[config.mk]
export PLATFORM = sky130hd
export DESIGN_NAME = fp_ci_initiator_flat
export DESIGN_NICKNAME = d
export VERILOG_FILES = /design/src/rtl/fp_ci_initiator_pkg.sv /design/src/rtl/fp_ci_initiator_if.sv /design/src/rtl/fp_ci_initiator_fifo.sv /design/src/rtl/fp_ci_initiator.sv /design/src/flat_wrapper.sv
export SDC_FILE = /design/constraint.sdc
export NUM_CORES = 1
export LEC_CHECK = 0
export ABC_AREA = 1
export BUFFER_PORTS_ARGS = -buffer_cell sky130_fd_sc_hd__buf_2
export CAP_MARGIN = 10
export CORE_MARGIN = 5
export CORE_UTILIZATION = 50
export DETAILED_ROUTE_END_ITERATION = 10
export PLACE_DENSITY_LB_ADDON = 0.25
export REMOVE_ABC_BUFFERS = 1
export SLEW_MARGIN = 40
export SYNTH_ARGS = -nofsm -noshare
export SYNTH_HDL_FRONTEND = slang
export SYNTH_SLANG_ARGS = --single-unit
[constraint.sdc]
create_clock -name clk -period 4.64 [get_ports clk]
set_input_delay 0.464 -clock clk [delete_from_list [all_inputs] [get_ports clk]]
set_output_delay 0.464 -clock clk [all_outputs]
set_load 0.03 [all_outputs]
[src/rtl/fp_ci_initiator_pkg.sv]
// Shared types for the FP custom-instruction initiator:
// op-codes, FSM states, request bundle and the abort result.
package fp_ci_pkg;

   typedef enum logic [2:0] {
      OP_ADD = 3'd0,
      OP_SUB = 3'd1,
      OP_MUL = 3'd2,
      OP_DIV = 3'd3
   } op_e;

   typedef enum logic [2:0] {
      S_IDLE,
      S_ISSUE,
      S_WAIT,
      S_ABORT,
      S_RESP
   } state_e;

   // op is kept as raw bits so codes 4-7 travel unchanged
   typedef struct packed {
      logic [2:0]  op;
      logic [31:0] a;
      logic [31:0] b;
      logic [3:0]  tag;
   } req_t;

   localparam logic [31:0] FP_QNAN = 32'h7FC0_0000;

endpackage

[src/rtl/fp_ci_initiator_if.sv]
// Caller-side request/response bundle and the
// FP-unit custom-instruction bundle.
interface fp_req_if;
   logic        req_valid;
   logic        req_ready;
   logic [2:0]  req_op;
   logic [31:0] req_a;
   logic [31:0] req_b;
   logic [3:0]  req_tag;
   logic        rsp_valid;
   logic        rsp_ready;
   logic [31:0] rsp_result;
   logic [3:0]  rsp_tag;
   logic        rsp_err;

   modport master (
      output req_valid, req_op, req_a, req_b,
      output req_tag, rsp_ready,
      input  req_ready, rsp_valid, rsp_result,
      input  rsp_tag, rsp_err
   );

   modport slave (
      input  req_valid, req_op, req_a, req_b,
      input  req_tag, rsp_ready,
      output req_ready, rsp_valid, rsp_result,
      output rsp_tag, rsp_err
   );
endinterface

interface fp_ci_if;
   logic        ci_clk_en;
   logic        ci_start;
   logic [31:0] ci_dataa;
   logic [31:0] ci_datab;
   logic [2:0]  ci_n;
   logic        ci_reset_req;
   logic        ci_done;
   logic [31:0] ci_result;

   modport master (
      output ci_clk_en, ci_start, ci_dataa,
      output ci_datab, ci_n, ci_reset_req,
      input  ci_done, ci_result
   );

   modport slave (
      input  ci_clk_en, ci_start, ci_dataa,
      input  ci_datab, ci_n, ci_reset_req,
      output ci_done, ci_result
   );
endinterface

[src/rtl/fp_ci_initiator_fifo.sv]
// Synchronous request FIFO; DEPTH must be a power of two.
// Caller never pops when empty nor pushes when full without a pop.
module fp_req_fifo
   import fp_ci_pkg::*;
#(
   parameter int DEPTH = 4
) (
   input  logic clk,
   input  logic reset,
   input  logic i_push,
   input  req_t i_data,
   input  logic i_pop,
   output req_t o_data,
   output logic o_full,
   output logic o_empty
);
   localparam int AW = $clog2(DEPTH);
   localparam logic [AW-1:0] PTR_ONE = AW'(1);
   localparam logic [AW:0]   CNT_ONE = (AW+1)'(1);
   localparam logic [AW:0]   CNT_MAX = (AW+1)'(DEPTH);

   req_t          r_mem [DEPTH];
   logic [AW-1:0] r_wr;
   logic [AW-1:0] r_rd;
   logic [AW:0]   r_cnt;

   // storage write, no reset needed on the data array
   always_ff @(posedge clk) begin
      if (i_push) r_mem[r_wr] <= i_data;
   end

   // pointers and occupancy
   always_ff @(posedge clk or posedge reset) begin
      if (reset) begin
         r_wr  <= '0;
         r_rd  <= '0;
         r_cnt <= '0;
      end else begin
         if (i_push) r_wr <= r_wr + PTR_ONE;
         if (i_pop)  r_rd <= r_rd + PTR_ONE;
         if (i_push && !i_pop)
            r_cnt <= r_cnt + CNT_ONE;
         else if (!i_push && i_pop)
            r_cnt <= r_cnt - CNT_ONE;
      end
   end

   assign o_data  = r_mem[r_rd];
   assign o_full  = (r_cnt == CNT_MAX);
   assign o_empty = (r_cnt == '0);

endmodule

[src/rtl/fp_ci_initiator.sv]
// Queues FP requests and issues them one at a time to a
// custom-instruction FP unit, with timeout abort.
module fp_ci_initiator
   import fp_ci_pkg::*;
#(
   parameter int FIFO_DEPTH     = 4,
   parameter int TIMEOUT_CYCLES = 64
) (
   input logic     clk,
   input logic     reset,
   fp_req_if.slave rq,
   fp_ci_if.master ci
);
   localparam int CW = $clog2(TIMEOUT_CYCLES + 1);
   localparam logic [CW-1:0] CNT_ONE = CW'(1);
   localparam logic [CW-1:0] CNT_MAX = CW'(TIMEOUT_CYCLES);

   state_e        r_state;
   state_e        w_next;
   req_t          r_op;
   req_t          w_head;
   req_t          w_wr_data;
   logic [CW-1:0] r_cnt;
   logic          r_rsp_valid;
   logic          r_rsp_err;
   logic [31:0]   r_rsp_result;
   logic [3:0]    r_rsp_tag;

   logic w_push;
   logic w_pop;
   logic w_full;
   logic w_empty;
   logic w_done_cap;
   logic w_abort_cap;
   logic w_rsp_clr;
   logic w_cnt_load;
   logic w_cnt_inc;

   assign w_wr_data = '{
      op:  rq.req_op,
      a:   rq.req_a,
      b:   rq.req_b,
      tag: rq.req_tag
   };

   // a pop frees a slot in the same cycle, so full+pop still accepts
   assign rq.req_ready = !reset && (!w_full || w_pop);
   assign w_push       = rq.req_valid && rq.req_ready;

   fp_req_fifo #(
      .DEPTH (FIFO_DEPTH)
   ) u_fifo (
      .clk     (clk),
      .reset   (reset),
      .i_push  (w_push),
      .i_data  (w_wr_data),
      .i_pop   (w_pop),
      .o_data  (w_head),
      .o_full  (w_full),
      .o_empty (w_empty)
   );

   // state register
   always_ff @(posedge clk or posedge reset) begin
      if (reset) r_state <= S_IDLE;
      else       r_state <= w_next;
   end

   // next state and per-state control strobes
   always_comb begin
      w_next      = r_state;
      w_pop       = 1'b0;
      w_done_cap  = 1'b0;
      w_abort_cap = 1'b0;
      w_rsp_clr   = 1'b0;
      w_cnt_load  = 1'b0;
      w_cnt_inc   = 1'b0;
      unique case (r_state)
         S_IDLE: begin
            if (!w_empty && !r_rsp_valid) begin
               w_pop  = 1'b1;
               w_next = S_ISSUE;
            end
         end
         S_ISSUE: begin
            if (ci.ci_done) begin
               w_done_cap = 1'b1;
               w_next     = S_RESP;
            end else begin
               w_cnt_load = 1'b1;
               w_next     = S_WAIT;
            end
         end
         S_WAIT: begin
            // done beats the timeout on the final count
            if (ci.ci_done) begin
               w_done_cap = 1'b1;
               w_next     = S_RESP;
            end else if (r_cnt == CNT_MAX) begin
               w_next = S_ABORT;
            end else begin
               w_cnt_inc = 1'b1;
            end
         end
         S_ABORT: begin
            w_abort_cap = 1'b1;
            w_next      = S_RESP;
         end
         S_RESP: begin
            if (rq.rsp_ready) begin
               w_rsp_clr = 1'b1;
               w_next    = S_IDLE;
            end
         end
         default: w_next = S_IDLE;
      endcase
   end

   // operand, timeout counter and response registers
   always_ff @(posedge clk or posedge reset) begin
      if (reset) begin
         r_op         <= '0;
         r_cnt        <= '0;
         r_rsp_valid  <= 1'b0;
         r_rsp_err    <= 1'b0;
         r_rsp_result <= '0;
         r_rsp_tag    <= '0;
      end else begin
         if (w_pop) r_op <= w_head;

         if (w_cnt_load)
            r_cnt <= CNT_ONE;
         else if (w_cnt_inc)
            r_cnt <= r_cnt + CNT_ONE;
         else if (w_done_cap || w_abort_cap)
            r_cnt <= '0;

         if (w_done_cap) begin
            r_rsp_valid  <= 1'b1;
            r_rsp_err    <= 1'b0;
            r_rsp_result <= ci.ci_result;
            r_rsp_tag    <= r_op.tag;
         end else if (w_abort_cap) begin
            r_rsp_valid  <= 1'b1;
            r_rsp_err    <= 1'b1;
            r_rsp_result <= FP_QNAN;
            r_rsp_tag    <= r_op.tag;
         end else if (w_rsp_clr) begin
            r_rsp_valid  <= 1'b0;
         end
      end
   end

   assign rq.rsp_valid  = r_rsp_valid;
   assign rq.rsp_err    = r_rsp_err;
   assign rq.rsp_result = r_rsp_result;
   assign rq.rsp_tag    = r_rsp_tag;

   assign ci.ci_clk_en    = !reset;
   assign ci.ci_start     = (r_state == S_ISSUE);
   assign ci.ci_reset_req = (r_state == S_ABORT);
   assign ci.ci_dataa     = r_op.a;
   assign ci.ci_datab     = r_op.b;
   assign ci.ci_n         = r_op.op;

endmodule

[src/flat_wrapper.sv]
// flat-port wrapper written by rule: the top's interface ports become plain ports
module fp_ci_initiator_flat import fp_ci_pkg::*;
#(
   parameter int FIFO_DEPTH     = 4,
   parameter int TIMEOUT_CYCLES = 64
)
  (clk, reset, rq_req_valid, rq_req_op, rq_req_a, rq_req_b, rq_req_tag, rq_rsp_ready, rq_req_ready, rq_rsp_valid, rq_rsp_result, rq_rsp_tag, rq_rsp_err, ci_ci_clk_en, ci_ci_start, ci_ci_dataa, ci_ci_datab, ci_ci_n, ci_ci_reset_req, ci_ci_done, ci_ci_result);
  fp_req_if rq_i ();
  fp_ci_if ci_i ();
  input logic clk;
  input logic reset;
  input wire logic [$bits(rq_i.req_valid)-1:0] rq_req_valid;
  input wire logic [$bits(rq_i.req_op)-1:0] rq_req_op;
  input wire logic [$bits(rq_i.req_a)-1:0] rq_req_a;
  input wire logic [$bits(rq_i.req_b)-1:0] rq_req_b;
  input wire logic [$bits(rq_i.req_tag)-1:0] rq_req_tag;
  input wire logic [$bits(rq_i.rsp_ready)-1:0] rq_rsp_ready;
  output wire logic [$bits(rq_i.req_ready)-1:0] rq_req_ready;
  output wire logic [$bits(rq_i.rsp_valid)-1:0] rq_rsp_valid;
  output wire logic [$bits(rq_i.rsp_result)-1:0] rq_rsp_result;
  output wire logic [$bits(rq_i.rsp_tag)-1:0] rq_rsp_tag;
  output wire logic [$bits(rq_i.rsp_err)-1:0] rq_rsp_err;
  output wire logic [$bits(ci_i.ci_clk_en)-1:0] ci_ci_clk_en;
  output wire logic [$bits(ci_i.ci_start)-1:0] ci_ci_start;
  output wire logic [$bits(ci_i.ci_dataa)-1:0] ci_ci_dataa;
  output wire logic [$bits(ci_i.ci_datab)-1:0] ci_ci_datab;
  output wire logic [$bits(ci_i.ci_n)-1:0] ci_ci_n;
  output wire logic [$bits(ci_i.ci_reset_req)-1:0] ci_ci_reset_req;
  input wire logic [$bits(ci_i.ci_done)-1:0] ci_ci_done;
  input wire logic [$bits(ci_i.ci_result)-1:0] ci_ci_result;
  assign rq_i.req_valid = rq_req_valid;
  assign rq_i.req_op = rq_req_op;
  assign rq_i.req_a = rq_req_a;
  assign rq_i.req_b = rq_req_b;
  assign rq_i.req_tag = rq_req_tag;
  assign rq_i.rsp_ready = rq_rsp_ready;
  assign rq_req_ready = rq_i.req_ready;
  assign rq_rsp_valid = rq_i.rsp_valid;
  assign rq_rsp_result = rq_i.rsp_result;
  assign rq_rsp_tag = rq_i.rsp_tag;
  assign rq_rsp_err = rq_i.rsp_err;
  assign ci_ci_clk_en = ci_i.ci_clk_en;
  assign ci_ci_start = ci_i.ci_start;
  assign ci_ci_dataa = ci_i.ci_dataa;
  assign ci_ci_datab = ci_i.ci_datab;
  assign ci_ci_n = ci_i.ci_n;
  assign ci_ci_reset_req = ci_i.ci_reset_req;
  assign ci_i.ci_done = ci_ci_done;
  assign ci_i.ci_result = ci_ci_result;
  fp_ci_initiator #(.FIFO_DEPTH(FIFO_DEPTH), .TIMEOUT_CYCLES(TIMEOUT_CYCLES)) u_core (.clk(clk), .reset(reset), .rq(rq_i), .ci(ci_i));
endmodule
# Yosys cells after proc, flatten, opt, wreduce, memory -nomap -nowiden
# Memories as Yosys holds them, arrays and structs flattened. A register that Yosys moved wholly into a read port is not among the register bits.
# Cells that the tools add are included.
word_totals:
  ff_bits: 55
  mem_bits_rw: 284
  input_bits: 108
  mem_count: 1
classes:
  add_sub_neg: 5
  n_eq_ne: 9
  n_mux: 34
  n_reduce_logical: 21
mem_list:
  columns: ["name", "depth", "width", "read_ports", "rd_ports_with_merged_regs", "write_ports", "line_no", "rtl"]
  rows:
  - ["u_core.u_fifo.r_mem", 4, 71, 1, 1, 1, "fp_ci_initiator_fifo.sv:22", "req_t r_mem [DEPTH];"]
ops:
  columns: ["cell", "n"]
  rows:
  - ["2-to-1 mux 32 bit", 2]
  - ["2-to-1 mux 3 bit", 7]
  - ["2-to-1 mux 7 bit", 3]
  - ["2-to-1 mux 1 bit", 19]
  - ["case mux 3 bit (5 select lines)", 1]
  - ["2-to-1 mux 4 bit", 2]
  - ["adder 7 x 1 -> 7 bit, second input constant", 1]
  - ["equality test 7 bit, second input constant", 1]
  - ["equality test 3 x 2 -> 1 bit, second input constant", 2]
  - ["equality test 3 bit, second input constant", 2]
  - ["logical NOT 1 bit", 6]
  - ["logical NOT 3 bit", 2]
  - ["nonzero test 3 bit", 2]
  - ["logical AND 1 bit", 5]
  - ["adder 2 x 1 -> 2 bit, second input constant", 2]
  - ["nonzero test 2 bit", 2]
  - ["adder 3 x 1 -> 3 bit, second input constant", 1]
  - ["equality test 3 x 1 -> 1 bit, second input constant", 1]
  - ["!= test 3 x 2 -> 1 bit, second input constant", 1]
  - ["AND reduction 3 bit", 1]
  - ["subtractor 3 x 1 -> 3 bit, second input constant", 1]
  - ["logical OR 1 bit", 2]
  - ["!= test 2 x 1 -> 1 bit, second input constant", 1]
  - ["!= test 2 bit, second input constant", 1]
  - ["OR reduction 2 bit", 1]

# Logic depth before layout (Yosys ltp)
logic_depth:
  word_depth: 12
  depth_mapped: 13
  ltp_nobuf: 13

# Modules after synthesis
# A second synthesis with hierarchy kept.
hier_totals:
  cells_unflattened: 1502
  hier_area_um2: 17515.5
by_module_without_submodules:
  columns: ["module", "instances", "cells_each", "area_each_um2"]
  rows:
  - ["fp_req_fifo", 1, 877, 12136.6]
  - ["fp_ci_initiator", 1, 625, 5378.9]

# Least setup slack after synthesis
# No wires, ideal clock.
synth_timing:
  path_type: "input -> register"
  start: "input reset"
  end: "memory u_core.u_fifo.r_mem[0][0] (netlist bit) (enable)"
  setup_time_ns: 0.500
  t_arrival_ns: 6.936
  t_required_ns: 4.140
  slack_ns: -2.796
  cell_stages: 3
  path_buffers: 0
  cell_sequence: "inv_1 -> nand3_2 -> nor2_1"
synth_via:
  elab_chain_len: 5
synth_rtl:
  columns: ["element", "line_no", "rtl"]
  rows:
  - ["start: declaration", "flat_wrapper.sv:11", "input logic reset;"]
  - ["logical NOT 1 bit (no source line)", null, null]
  - ["logical AND 1 bit", "fp_ci_initiator.sv:47", "assign rq.req_ready = !reset && (!w_full || w_pop);"]
  - ["logical AND 1 bit", "fp_ci_initiator.sv:48", "assign w_push = rq.req_valid && rq.req_ready;"]
  - ["2-to-1 mux 1 bit", "fp_ci_initiator_fifo.sv:29", "if (i_push) r_mem[r_wr] <= i_data;"]
  - ["2-to-1 mux 1 bit (not written as such)", "fp_ci_initiator_fifo.sv:29", null]
  - ["end: declaration", "fp_ci_initiator_fifo.sv:22", null]
# No other way between the ends.

# Final worst setup path
layout_timing:
  start: "register u_core.r_state[2]"
  end: "register u_core.u_fifo.r_cnt[2]"
layout_via:
  elab_chain_len: 8
layout_rtl:
  columns: ["element", "line_no", "rtl"]
  rows:
  - ["start: declaration", "fp_ci_initiator.sv:18", "state_e r_state;"]
  - ["start signal: assignment", "fp_ci_initiator.sv:66", "else r_state <= w_next;"]
  - ["logical NOT 3 bit (*)", "fp_ci_initiator.sv:78", "unique case (r_state)"]
  - ["2-to-1 mux 1 bit (*)", "fp_ci_initiator.sv:78", null]
  - ["logical OR 1 bit (*)", "fp_ci_initiator.sv:47", null]
  - ["logical AND 1 bit (*)", "fp_ci_initiator.sv:47", null]
  - ["logical AND 1 bit (*)", "fp_ci_initiator.sv:48", null]
  - ["via u_core.u_fifo.i_push", "fp_ci_initiator_fifo.sv:10", "input logic i_push,"]
  - ["logical NOT 1 bit", "fp_ci_initiator_fifo.sv:43", "else if (!i_push && i_pop)"]
  - ["logical AND 1 bit", "fp_ci_initiator_fifo.sv:43", null]
  - ["nonzero test 2 bit (no source line)", null, null]
  - ["end signal: assignment", "fp_ci_initiator_fifo.sv:42", "r_cnt <= r_cnt + CNT_ONE;"]
  - ["end signal: assignment", "fp_ci_initiator_fifo.sv:44", "r_cnt <= r_cnt - CNT_ONE;"]
  - ["end: declaration", "fp_ci_initiator_fifo.sv:25", "logic [AW:0] r_cnt;"]
# Mark *: on every way through the listed nets, which the timed path passes. The rest lies on a longest branch.
# A chain may end at the register's enable or synchronous reset.

==> flow_summary.ini <==
[logic_synthesis]
yosysUniqueCellTypes = 36
ys_seq_area_share_pct = 72.33
syn_inst = 1336
syn-cell-area_mm2 = 0.01615
ys_ff_latch = 410
yosys_warnings = 0
syn_area_per_cell_um2 = 12.09

[timing]
fin_crit_sh_pct = 59.47
max_slew_margin_pct = 46.22
max_freq_mhz = 362.4
hold_viol_final = 0
rsz0062_at_grt = false
setup_viol = 0
finalWorstSetupSlack_ps = 1881
finClkSkew_ps = 10.96
tightestPinTransition_ps = 806.7
finalCriticalPeriod_ps = 2759
final_max_slew_viol_count = 0

[clocking]
holdBufCountCts = 0
cts_tree = done
cts-root-buf = clkbuf_16
insertion_delay_ps = 530
cts_buffer_depth = 3
post_cts_buffers = 0
numClockSinks = 410
cts_max_level = 2
cts_resized = 0
numCtsBuffers = 43
clkSlewWorstSetupHoldPaths_ps = 60

[finish]
synthToLayoutAreaGrowth_pct = 13.94
multi_input_area_mm2 = 0.003467
final_layout_size_suffix_gt1_share_pct = 20.77
stdcell_count = 1911
seqCellArea_mm2 = 0.01169
fill_cells = 2570
nets = 1588

[floorplanning]
core_area_mm2 = 0.03172
rows = 65
ios = 217
initial_utilization_pct = 50.92
dieArea_mm2 = 0.03600
die_h_um = 189.7
die-width_um = 189.7

[placed_design]
portBuffers = 216
globalplace.congestion = 0.7493
dp_slack_ps = 1791
placed_cells = 1828
dpl.hpwl_mm = 20.26

[critical_path]
reg2reg_to = u_core.u_fifo.r_cnt[2]
crit_path_top_delay_cell = fa_1
path_cells = inv_2 -> nand2_1 -> nor2_1 -> nand3_1 -> nand2_1 -> nand3_2 -> inv_1 -> ha_1 -> inv_1 -> fa_1 -> a21oi_1 -> o21ai_0 -> xor2_1
reg2reg_depth = 13
worst-setup-path-type = flip-flop to flip-flop
r2r_slack_ps = 1880
worstSetupStartpointType = flip-flop
worstPathArrival_ps = 3160
path_max_fanout = 7
cpPeakStageDelay_ps = 440
r2r-start = u_core.r_state[2]
crit_path_end_kind = flip-flop
required_ps = 5050

[global_route]
use_met1_pct = 25.23
grt_pass1_vias = 10110
grt_start_max_net_pins = 94
grtUsageTotal_pct = 19.04
grt_pass1_wl_mm = 54.82
grt_busiest_layer = met2
met2_usage_pct = 32.06
grt-ovfl-total = 0
use_met3_pct = 4.459
antenna_found_initial = 8

[detailed_routing]
viasPerCell = 5.330
first_pass_iters = 5
num_vias = 10190
drt_wl_total_mm = 34.83
drc = 0
post_drt_wl_per_cell_um = 18.23
ant_nets = 0
drt_iter0_markers = 629

[hold_path]
hold_path_class = input port to async pin

[power]
power_density_mw_per_mm2 = 685.2
p_sw_mw = 4.762
finalPower_mw = 12.61
p_leak_nw = 7.138
p_clk_share_pct = 25.9
sw_frac_of_total_pct = 37.76
pwr-share-comb_pct = 33.1
pwr-share-seq_pct = 41.0
p_int_mw = 7.848
max-vdd-ir-drop_mv = 0.4083

[outcome]
status = completed

[job]
maxCapViolCount = 0
## worst max-delay path, delay by kind of cell, from the launching register on
family | cells | cell delay, ps
buffers and inverters | 3 | 320
and+or+nand+nor | 5 | 890
adders and majority gates | 2 | 600
xor gates and xnor gates | 1 | 150
AOI/OAI and AO/OA | 2 | 260
DFF | 1 | 410
## metal layers
metal	share of wire, %	routed length, um
met3	7.5	2617
met5	0.23	80
met2	48	16710
met1	42	14770
met4	1.9	651
## logic make-up after synthesis
group	share of synthesized area (%)
xor+xnor	0.2170
flops	72.33
mux	0.06972
fa+ha+maj	0.6662
simple gates	12.25
buf+inv	6.407
compound gates	8.065
## per-stage QoR
stage / hold slack [ps] / setup TNS (ps) / utilization [%] / instance area, um2
3_5_place_dp: 457.0 / 0 / 53.62 / 17010
3_3_place_gp: 449.4 / 0 / 53.54 / 16980
5_1_grt: 102.2 / 0 / 58.01 / 18400
4_1_cts: 61.36 / 0 / 57.94 / 18380
2_1_floorplan: 483.6 / -794930 / - / 15260
6_report: 42.37 / 0 / 58.02 / 18400
## power by group through the flow
stage | logic, mW | registers, mW | clock network [mW]
3_3_place_gp | 4.14 | 5.22 | 0
4_1_cts | 4.23 | 5.17 | 3.33
3_5_place_dp | 4.21 | 5.24 | 0
6_report | 4.17 | 5.17 | 3.27
2_1_floorplan | 1.88 | 6.14 | 0
5_1_grt | 4.64 | 5.25 | 3.50
## flip-flops by register name, indices dropped and copies added (netlist names)
name	cells
u_core.u_fifo.r_rd	2
u_core.r_op	4
u_core.r_cnt	7
u_core.ci.ci_dataa	32
u_core.r_state	3
u_core.rq.rsp_tag	4
u_core.ci.ci_n	3
u_core.rq.rsp_result	32
u_core.rq.rsp_valid	1
u_core.ci.ci_datab	32
u_core.u_fifo.r_wr	2
u_core.rq.rsp_err	1
u_core.u_fifo.r_cnt	3
u_core.u_fifo.r_mem	284
## area by class of cell
class,instances,share of cell area [%]
Clock inverter,12,0.5303
Multi-Input combinational cell,749,18.84
Sequential cell,410,63.52
Clock buffer,68,6.915
Antenna cell,2,0.02720
Tap cell,402,2.733
Inverter,39,0.8499
Timing Repair Buffer,229,6.588
## cell usage in the layout, fill, tap and decap left out, types with 2 or more instances in the layout
cell type	Yosys	routed
clkinv_1	1	5
buf_4	88	5
clkbuf_8	0	6
clkbuf_16	0	45
dfrtp_1	126	124
inv_6	0	2
clkinv_2	0	5
diode_2	0	2
nor2_1	356	352
buf_6	1	7
inv_2	7	6
clkbuf_1	22	17
a31oi_1	67	67
inv_1	31	30
nand3_1	35	35
nand2_2	3	4
nand4_1	11	11
dfrtp_4	0	2
edfxtp_1	284	284
a21oi_1	3	3
o22ai_1	13	13
buf_2	21	216
xor2_1	3	3
o21ai_0	147	147
nand2_1	84	83
nor2_4	1	5
o21ai_1	7	7
ha_1	7	7
## worst max path at each step
stage | start | endpoint | depth (start not counted)
floorplan | reset | u_core.u_fifo.r_mem[0][0] | 3
global placement | reset | u_core.u_fifo.r_mem[3][66] | 5
detailed placement | reset | u_core.u_fifo.r_cnt[2] | 10
CTS | u_core.r_state[2] | u_core.u_fifo.r_cnt[2] | 13
global route | u_core.r_state[2] | u_core.u_fifo.r_cnt[2] | 13
finish | u_core.r_state[2] | u_core.u_fifo.r_cnt[2] | 13
## cells in the mapped netlist (all sizes together)
master	n	area [um2]
a21oi	3	15.01
a31o	1	8.760
a31oi	67	419.2
buf	111	780.7
clkbuf	27	107.6
clkinv	1	3.750
dfrtp	126	3153
edfxtp	284	8528
fa	1	20.02
ha	7	87.58
inv	38	142.6
mux2	1	11.26
nand2	88	345.3
nand3	36	185.2
nand3b	1	7.510
nand4	11	68.82
nor2	358	1354
nor3	1	5.000
nor4	1	6.260
o21ai	154	770.7
o21bai	1	7.510
o22ai	13	81.33
or2	1	6.260
xnor2	1	8.760
xor2	3	26.28
(Power assumes the default switching activity.)
